File: src/rtl/lsu_pkg.sv
// Shared constants, FSM state encoding and access-legality check for the load/store unit.
package lsu_pkg;

  localparam int unsigned DATA_W = 32;
  localparam int unsigned F3_W_BITS = 3;

  localparam logic [F3_W_BITS-1:0] F3_B  = 3'b000;
  localparam logic [F3_W_BITS-1:0] F3_H  = 3'b001;
  localparam logic [F3_W_BITS-1:0] F3_W  = 3'b010;
  localparam logic [F3_W_BITS-1:0] F3_BU = 3'b100;
  localparam logic [F3_W_BITS-1:0] F3_HU = 3'b101;

  typedef enum logic [2:0] {
    IDLE,
    RD,
    RMW_RD,
    WR,
    RESP
  } state_t;

  // Misaligned halfword/word, unknown width code, or unsigned width on a store.
  function automatic logic access_bad(input logic [F3_W_BITS-1:0] f3,
                                      input logic                 is_store,
                                      input logic [1:0]           off);
    logic bad;
    case (f3)
      F3_B:    bad = 1'b0;
      F3_H:    bad = off[0];
      F3_W:    bad = (off != 2'b00);
      F3_BU:   bad = is_store;
      F3_HU:   bad = is_store | off[0];
      default: bad = 1'b1;
    endcase
    return bad;
  endfunction

endpackage

File: src/rtl/lsu_align.sv
// Byte/halfword lane handling: merges store data into a memory word and extracts/extends load data.
module lsu_align
  import lsu_pkg::*;
(
  input  logic [F3_W_BITS-1:0] funct3,
  input  logic [1:0]           off,
  input  logic [DATA_W-1:0]    store_data,
  input  logic [DATA_W-1:0]    mem_word,
  output logic [DATA_W-1:0]    store_word_c,
  output logic [DATA_W-1:0]    load_word_c
);

  logic [7:0]  byte_lane;
  logic [15:0] half_lane;

  always_comb begin
    byte_lane    = mem_word[{off, 3'b000} +: 8];
    half_lane    = off[1] ? mem_word[31:16] : mem_word[15:0];

    store_word_c = mem_word;
    case (funct3)
      F3_B:    store_word_c[{off, 3'b000} +: 8]     = store_data[7:0];
      F3_H:    store_word_c[{off[1], 4'b0000} +: 16] = store_data[15:0];
      F3_W:    store_word_c = store_data;
      default: store_word_c = mem_word;
    endcase

    case (funct3)
      F3_B:    load_word_c = {{24{byte_lane[7]}}, byte_lane};
      F3_H:    load_word_c = {{16{half_lane[15]}}, half_lane};
      F3_BU:   load_word_c = {24'd0, byte_lane};
      F3_HU:   load_word_c = {16'd0, half_lane};
      default: load_word_c = mem_word;
    endcase
  end

endmodule

File: src/rtl/load_store_unit.sv
// Multi-cycle load/store unit: word-addressed data memory, sub-word stores via read-modify-write.
module load_store_unit
  import lsu_pkg::*;
#(
  parameter int unsigned ADDR_W = 10
) (
  input  logic                 clk,
  input  logic                 reset_n,
  input  logic                 req,
  input  logic                 we,
  input  logic [F3_W_BITS-1:0] funct3,
  input  logic [31:0]          addr,
  input  logic [DATA_W-1:0]    wdata,
  output logic                 ready,
  output logic                 done,
  output logic                 err,
  output logic [DATA_W-1:0]    rdata,
  output logic                 MemRead,
  output logic                 MemWrite,
  output logic [ADDR_W-1:0]    mem_addr,
  output logic [DATA_W-1:0]    mem_wdata,
  input  logic [DATA_W-1:0]    mem_rdata
);

  state_t                 state;
  logic [F3_W_BITS-1:0]   lat_f3;
  logic [1:0]             lat_off;
  logic [DATA_W-1:0]      lat_wdata;
  logic [DATA_W-1:0]      store_word_c;
  logic [DATA_W-1:0]      load_word_c;

  // Address bits above the memory window do not select anything.
  logic unused_addr_bits;
  assign unused_addr_bits = ^addr[31:ADDR_W+2];

  lsu_align u_align (
    .funct3       (lat_f3),
    .off          (lat_off),
    .store_data   (lat_wdata),
    .mem_word     (mem_rdata),
    .store_word_c (store_word_c),
    .load_word_c  (load_word_c)
  );

  // Enables and write data default low every cycle so they can only be high in an access state.
  always_ff @(posedge clk or negedge reset_n) begin
    if (!reset_n) begin
      state     <= IDLE;
      ready     <= 1'b1;
      done      <= 1'b0;
      err       <= 1'b0;
      rdata     <= '0;
      MemRead   <= 1'b0;
      MemWrite  <= 1'b0;
      mem_addr  <= '0;
      mem_wdata <= '0;
      lat_f3    <= '0;
      lat_off   <= '0;
      lat_wdata <= '0;
    end else begin
      done      <= 1'b0;
      err       <= 1'b0;
      MemRead   <= 1'b0;
      MemWrite  <= 1'b0;
      mem_wdata <= '0;
      case (state)
        IDLE: begin
          if (req) begin
            lat_f3    <= funct3;
            lat_off   <= addr[1:0];
            lat_wdata <= wdata;
            mem_addr  <= addr[ADDR_W+1:2];
            ready     <= 1'b0;
            if (access_bad(funct3, we, addr[1:0])) begin
              state <= RESP;
              done  <= 1'b1;
              err   <= 1'b1;
            end else if (!we) begin
              state   <= RD;
              MemRead <= 1'b1;
            end else if (funct3 == F3_W) begin
              state     <= WR;
              MemWrite  <= 1'b1;
              mem_wdata <= wdata;
            end else begin
              state   <= RMW_RD;
              MemRead <= 1'b1;
            end
          end
        end
        RD: begin
          rdata <= load_word_c;
          state <= RESP;
          done  <= 1'b1;
        end
        RMW_RD: begin
          state     <= WR;
          MemWrite  <= 1'b1;
          mem_wdata <= store_word_c;
        end
        WR: begin
          state <= RESP;
          done  <= 1'b1;
        end
        RESP: begin
          state <= IDLE;
          ready <= 1'b1;
        end
        default: begin
          state <= IDLE;
          ready <= 1'b1;
        end
      endcase
    end
  end

endmodule

File: config.mk
export PLATFORM = sky130hd
export DESIGN_NAME = load_store_unit
export DESIGN_NICKNAME = d
export VERILOG_FILES = /design/src/rtl/lsu_pkg.sv /design/src/rtl/lsu_align.sv /design/src/rtl/load_store_unit.sv
export SDC_FILE = /design/constraint.sdc
export NUM_CORES = 1
export LEC_CHECK = 0
export CAP_MARGIN = 20
export CORE_ASPECT_RATIO = 1.75
export CORE_MARGIN = 1.5
export CORE_UTILIZATION = 45
export CTS_CLUSTER_SIZE = 24
export DETAILED_ROUTE_END_ITERATION = 7
export PLACE_DENSITY = 0.74
export SYNTH_ARGS = -nofsm -noshare
export SYNTH_HDL_FRONTEND = slang
export SYNTH_SLANG_ARGS = --single-unit
File: constraint.sdc
create_clock -name clk -period 3.9 [get_ports clk]
set_clock_uncertainty 0.05 [all_clocks]
set_input_delay 0.585 -clock clk [delete_from_list [all_inputs] [get_ports clk]]
set_output_delay 0.585 -clock clk [all_outputs]
set_load 0.005 [all_outputs]
==> run metrics <==
CP Buf/Inv Count=0; Final nets=936; initial antenna violation count=0; CP arrival=3.15 ns; Post-synth EDFFs=0; post-synthesis sequential area ratio=0.492; HPWL after detailed placement=15200 um; DRC violations left=0; post-CTS sizing=0; overall routing resource usage=0.307; vias per cell=6.01; Switching Share=0.396; core area=roughly 13000 um2; worst skew pair latency=between 0.4 and 0.5 ns; combinational power share=0.436; GRT met3 Usage=0.0573; achievable frequency=0.351 GHz; CP max stage delay=0.89 ns; Slew Limit Fails=0; first-pass GRT wire length=33300 um; largest net degree at the start of global routing=65; antenna-violating nets left=0; post-synthesis cell type count=59; critical path, cell by cell=or4b_1 -> or2_1 -> nor4_4 -> a211o_1; Peak VDD IR=438 uV; unrepaired setup endpoints after global routing=no; final number of setup-violating endpoints=0; Initial Utilization=0.466; vias in the first global route=between 6000 and 7000; share of cells above drive strength 1=0.0774; CTS tree=done; Tcrit/Tclk final=0.730; clk sink count=about 120; crit-path max FO=11; placed cells=979; pwr dens=792 nW/um2; #FFs+latches synth=119; Post-Route WL=21400 um; Syn Area/Cell=8.84 um2; max-cap violation count=0; commonest non-fill, non-tap cell in the layout=clkdlybuf4s50_1; Die Area=14200 um2; Hold Buf Count CTS=0; nature of the critical path startpoint=flop; crit end category=flop; YS warnings=0; GR peak layer=met2; TNS Setup=0 ns; clock slew at reported path FFs=0.06 ns; Bufs on Longest Clock Path=2; Worst Path Required=4.20 ns; Lkg Pwr=3.69 nW; GP Congestion=approximately 0.96; Power Internal=4.01 mW; total power=between 6 and 7 mW; outcome=finished, final reports clean; fin util=0.644; top_reg_cell synth=dfrtp_1; I/O Buffers=161; Final Hold Viols=0; Root Buffer=clkbuf_16; Seq pwr share=0.334; ys async rst share=1.00; Psw=2.63 mW; max-slew headroom at the worst pin=0.389; # Post-CTS Setup Buffers=0; Overflow after GRT=0; die width=90.7 um; final cell count without fillers=approximately 1000; met2 Track Usage GR=0.518; Crit Path Class=flop to flop; Num CTS Buffers=17; Worst path top cell family by delay=simple AND/OR/NAND/NOR gates; CTS H-tree lvls=4; Crit-path slowest cell=or4b_1; Syn Inst Count=about 690; met1 Usage GRT=0.360; Mapped Area=6060 um2; Least-Margin Pin Slew=roughly 0.9 ns; syn nets=roughly 790; Die Ht=between 150 and 200 um; Hold WC Path Type=primary input to async pin; via count=6076; Fillers=1084; I/O pin count=182; commonest cells after routing, fill and taps aside=clkdlybuf4s50_1 (160), nand2_1 (156), dfrtp_1 (118); First-pass DRT Iterations=7; power share of the clock group=0.230; row count=55; Synth-to-Final Area Change=38.3%; n_diodes=0; wire per inst=21.2 um; Worst R2R Start=state[2]$_DFFE_PN0P_; crit path time final=roughly 2.8 ns; Critical Path Source=state[2]$_DFFE_PN0P_; initial drt markers=467
-- cells by family (layout without fill, tap and decap cells) --
| family | Yosys count | in the layout | synth area share |
|---|---|---|---|
| compound gates | 211 | 211 | 0.231 |
| fa+ha+maj | 5 | 5 | 0.0103 |
| buf+inv | 66 | 221 | 0.0446 |
| flops | 119 | 119 | 0.492 |
| mux | 9 | 9 | 0.0184 |
| simple gates | 275 | 275 | 0.204 |
-- worst reg2reg max path: cells and delay by family (launching register included) --
kind               cells  cell delay (ns)
AOI/OAI and AO/OA      1             0.23
and+or+nand+nor        3             1.96
DFF                    1             0.54
-- path summary, 6_finish.rpt --
kind,end,slack [ns],cells past startpoint
min in group clk,mem_addr[8]$_DFFE_PN0P_,0.43,2
setup / recovery,mem_wdata[18]$_DFF_PN0_,1.05,4
max in group asynchronous,mem_wdata[3]$_DFF_PN0_,2.80,2
hold reg to reg,mem_addr[8]$_DFFE_PN0P_,0.43,2
hold / removal,mem_wdata[13]$_DFF_PN0_,0.18,1
setup reg to reg,mem_wdata[18]$_DFF_PN0_,1.05,4
-- flip-flops by register name, summed over array words and instances (netlist names) --
name	count
done	1
mem_wdata	32
ready	1
MemRead	1
err	1
lat_wdata	32
rdata	32
MemWrite	1
mem_addr	10
state	3
lat_f3	3
lat_off	2
-- cells in the mapped netlist (all sizes together), types with 7 or more instances --
| cell type | count | share of area |
|---|---|---|
| a211o | 8 | 0.012 |
| a21o | 11 | 0.014 |
| a21oi | 54 | 0.045 |
| a22o | 8 | 0.012 |
| a2bb2oi | 9 | 0.013 |
| a311oi | 7 | 0.010 |
| buf | 11 | 0.010 |
| clkbuf | 39 | 0.024 |
| dfrtp | 118 | 0.49 |
| inv | 15 | 0.0093 |
| mux2 | 7 | 0.013 |
| nand2 | 156 | 0.097 |
| nand3 | 10 | 0.0083 |
| nor2 | 58 | 0.036 |
| nor3 | 9 | 0.0083 |
| nor3b | 8 | 0.011 |
| o21ai | 43 | 0.036 |
| o221ai | 8 | 0.012 |
| o22ai | 19 | 0.020 |
| or3 | 8 | 0.0083 |
-- stage by stage --
step                area (um2)  hold WS, ns  worst slack (ns)
detailed placement        7790        0.414              1.09
CTS                       8370        0.206              1.08
global placement          7790        0.407              1.16
floorplan                 6060        0.239              1.14
global route              8380        0.224             0.962
finish                    8380        0.175              1.05
-- per-layer routing --
layer  routed length [um]  vias to the layer above
li1                     -                     2709
met1                 7740                     2944
met2                11000                      349
met3                 1580                       74
met4                 1110                        0
met5                    0                        -
-- area by class of cell --
cell class	count	area, um2	area share
Clock buffer	19	443	0.0529
Clock inverter	12	130	0.0155
Inverter	16	60.1	0.00717
Multi-Input combinational cell	500	2830	0.338
Sequential cell	119	2980	0.356
Tap cell	171	214	0.0255
Timing Repair Buffer	174	1720	0.206
-- power groups by stage --
stage,sequential (mW),combinational (mW),clock [mW]
after floorplan,2.04,1.67,0
after global placement,2.20,2.76,0
after detailed placement,2.21,2.84,0
after CTS,2.20,2.86,1.55
after global routing,2.27,3.14,1.60
final,2.22,2.89,1.53
(Power assumes the default switching activity.)
==> variant: new RTL, same flow settings <==
Set the package constant `F3_W_BITS` to 6 (it was 3).
--- a/src/rtl/lsu_pkg.sv
+++ b/src/rtl/lsu_pkg.sv
@@ -4,3 +4,3 @@
   localparam int unsigned DATA_W = 32;
-  localparam int unsigned F3_W_BITS = 3;
+  localparam int unsigned F3_W_BITS = 6;
 
Interface: changed (resized funct3); port bits go from 182 to 185. No check against the original RTL was run, so the function may have changed too.
==> variant against the original RTL <==
Count of clock-buffer cells in the layout increased by 1. Core utilization rose by 1.1 points. Global-route usage fell by 0.19 points. Area after synthesis decreased by 5.2%. Wire length down 6.4%. Sequential cell count grew 3. First-iteration DRC count grew 6.4%. Worst setup slack worse by 290 ps. Design area is 2.8% lower. Sequential share of layout area grew 2.0 points. Critical endpoint is now mem_wdata[4]. Largest cell class unchanged.
Power is not compared: it rests on default switching activity, and its combinational part moved more than twofold at a synthesized area within 25%.
==> variant: results (changes against the original RTL) <==
Total GRT Usage: 30.5% (was 30.7%)
fillcell total: 1051 (was 1084)
Post-Syn Instances: 625 (was 685)
clk root buf: clkbuf_16 (unchanged)
Synth warnings: 0 (unchanged)
Avg WL per Cell: 20.8 um (was 21.2 um)
fraction of registers with async set or reset after synthesis: 100% (unchanged)
I/O Buffers: 164 (was 161)
syn_nets: 736 (was 793)
largest net degree at the start of global routing: 68 (was 65)
crit path max fanout: 15 (was 11)
vias in the first global route: 5527 (was 6157)
TritonCTS buffer count: 17 (unchanged)
Placer Congestion: 0.922 (was 0.956)
first-pass GRT wire length: 30400 um (was 33300 um)
initial drt markers: 497 (was 467)
proportion of layout cells with a drive suffix above 1: 7.30% (was 7.74%)
synth top area cells: dfrtp_1 (53%), nand2_1 (13%), a21oi_1 (3.7%), a221o_1 (3.3%), a22oi_1 (3.3%) (was dfrtp_1 (49%), nand2_1 (9.7%), a21oi_1 (4.5%), nor2_1 (3.6%), o21ai_0 (3.6%))
vias: 5646 (was 6076)
run status: complete, no violations (unchanged)
clock transition at the registers of the reported paths: 60 ps (about the same)
final net count: 892 (was 936)
Top Registers: lat_wdata x32, mem_wdata x32, rdata x32 (unchanged)
slowest CP cell: a311oi_2 (was or4b_1)
via/cell ratio: 5.87 (was 6.01)
half-perimeter wire length after detailed placement: 14700 um (was 15200 um)
clock latency on the worst-skew pair: 410 ps
post-placement cell count: 930 (was 979)
reg2reg setup slack: 770 ps (was 1050 ps)
Max stage delay on crit path: 730 ps (was 890 ps)
antenna violations before repair: 0 (unchanged)
H-tree levels: 4 (unchanged)
Seq/Total Area, Yosys: 53.2% (was 49.2%)
CP arrival: 3400 ps (was 3150 ps)
Post-synth top cells: nand2_1 (201), dfrtp_1 (121), nor2_1 (43), a21oi_1 (42) (was nand2_1 (156), dfrtp_1 (118), nor2_1 (58), a21oi_1 (54), o21ai_0 (43))
relative max-transition margin: 34.6% (was 38.9%)
CTS-repair resized insts: 0 (unchanged)
drt pass-1 iters: 5 (was 7)
Netlist cell types: 52 (was 59)
Top FF cell, synth: dfrtp_1 (unchanged)
Bufs on Longest Clock Path: 2 (unchanged)
Leak: 3.63 nW
==> variant: changes by cell type after synthesis, moves of 9 or more <==
| cell | delta |
|---|---|
| nand2_1 | +45 |
| o21ai_0 | -25 |
| a22oi_1 | +21 |
| a221o_1 | +17 |
| nor2_1 | -15 |
| o22ai_1 | -15 |
| clkbuf_1 | -13 |
| a21oi_1 | -12 |
| a21o_1 | -11 |
| nand4_1 | +10 |
| a2bb2oi_1 | -9 |
==> variant: where the power goes <==
| part | total (mW) | leakage (nW) | internal (mW) | switching, mW |
|---|---|---|---|---|
| clock | 1.59 | 0.282 | 0.996 | 0.592 |
| combinational | 1.21 | 1.83 | 0.655 | 0.553 |
| sequential | 1.81 | 1.52 | 1.56 | 0.251 |
==> variant: path summary, 6_finish.rpt <==
| check | start | end | cells past startpoint |
|---|---|---|---|
| min in group clk | mem_addr[2] | mem_addr[2] | 2 |
| worst min-delay path | reset_n | mem_addr[1] | 1 |
| worst max register to register | lat_off[1] | mem_wdata[4] | 6 |
| max in group asynchronous | reset_n | lat_wdata[4] | 2 |
| worst max-delay path | lat_off[1] | mem_wdata[4] | 6 |
| worst min register to register | mem_addr[2] | mem_addr[2] | 2 |
==> variant: critical path, delay by kind of cell, from the launching register on <==
| kind | cells | cell delay, ps |
|---|---|---|
| fa+ha+maj | 1 | 420 |
| compound gates | 3 | 1010 |
| buf+inv | 1 | 320 |
| flops | 1 | 710 |
| simple gates | 1 | 510 |
==> variant: final cells by class <==
type	instances	share of cell area, %
flip-flops and latches	122	37.5
multi-input cells	458	31.0
repair buffers	172	21.0
clock buffers	20	5.73
well taps	168	2.58
clock inverters	12	1.69
inverters	10	0.461
==> variant: routing by layer <==
layer,wire [um],vias up,track usage (%)
li1,-,2518,-
met1,7200,2754,35.4
met2,10400,309,51.5
met3,1230,65,5.09
met4,1220,0,18.2
met5,0,-,0
==> variant: kinds of logic after synthesis <==
group,count (synthesis),synth area share [%]
AOI/OAI and AO/OA,145,18.1
adders and majority gates,5,1.09
buffers and inverters,45,3.16
DFF,122,53.2
muxes,8,1.83
and+or+nand+nor,300,22.7
==> variant: per-stage QoR <==
stage               worst slack [ps]  instance area (sq um)  hold slack (ps)
global route                     673                   8140              301
global placement                 890                   7530              409
CTS                              782                   8140              271
finish                           769                   8140              225
detailed placement               848                   7530              414
floorplan                       1550                   5740              239
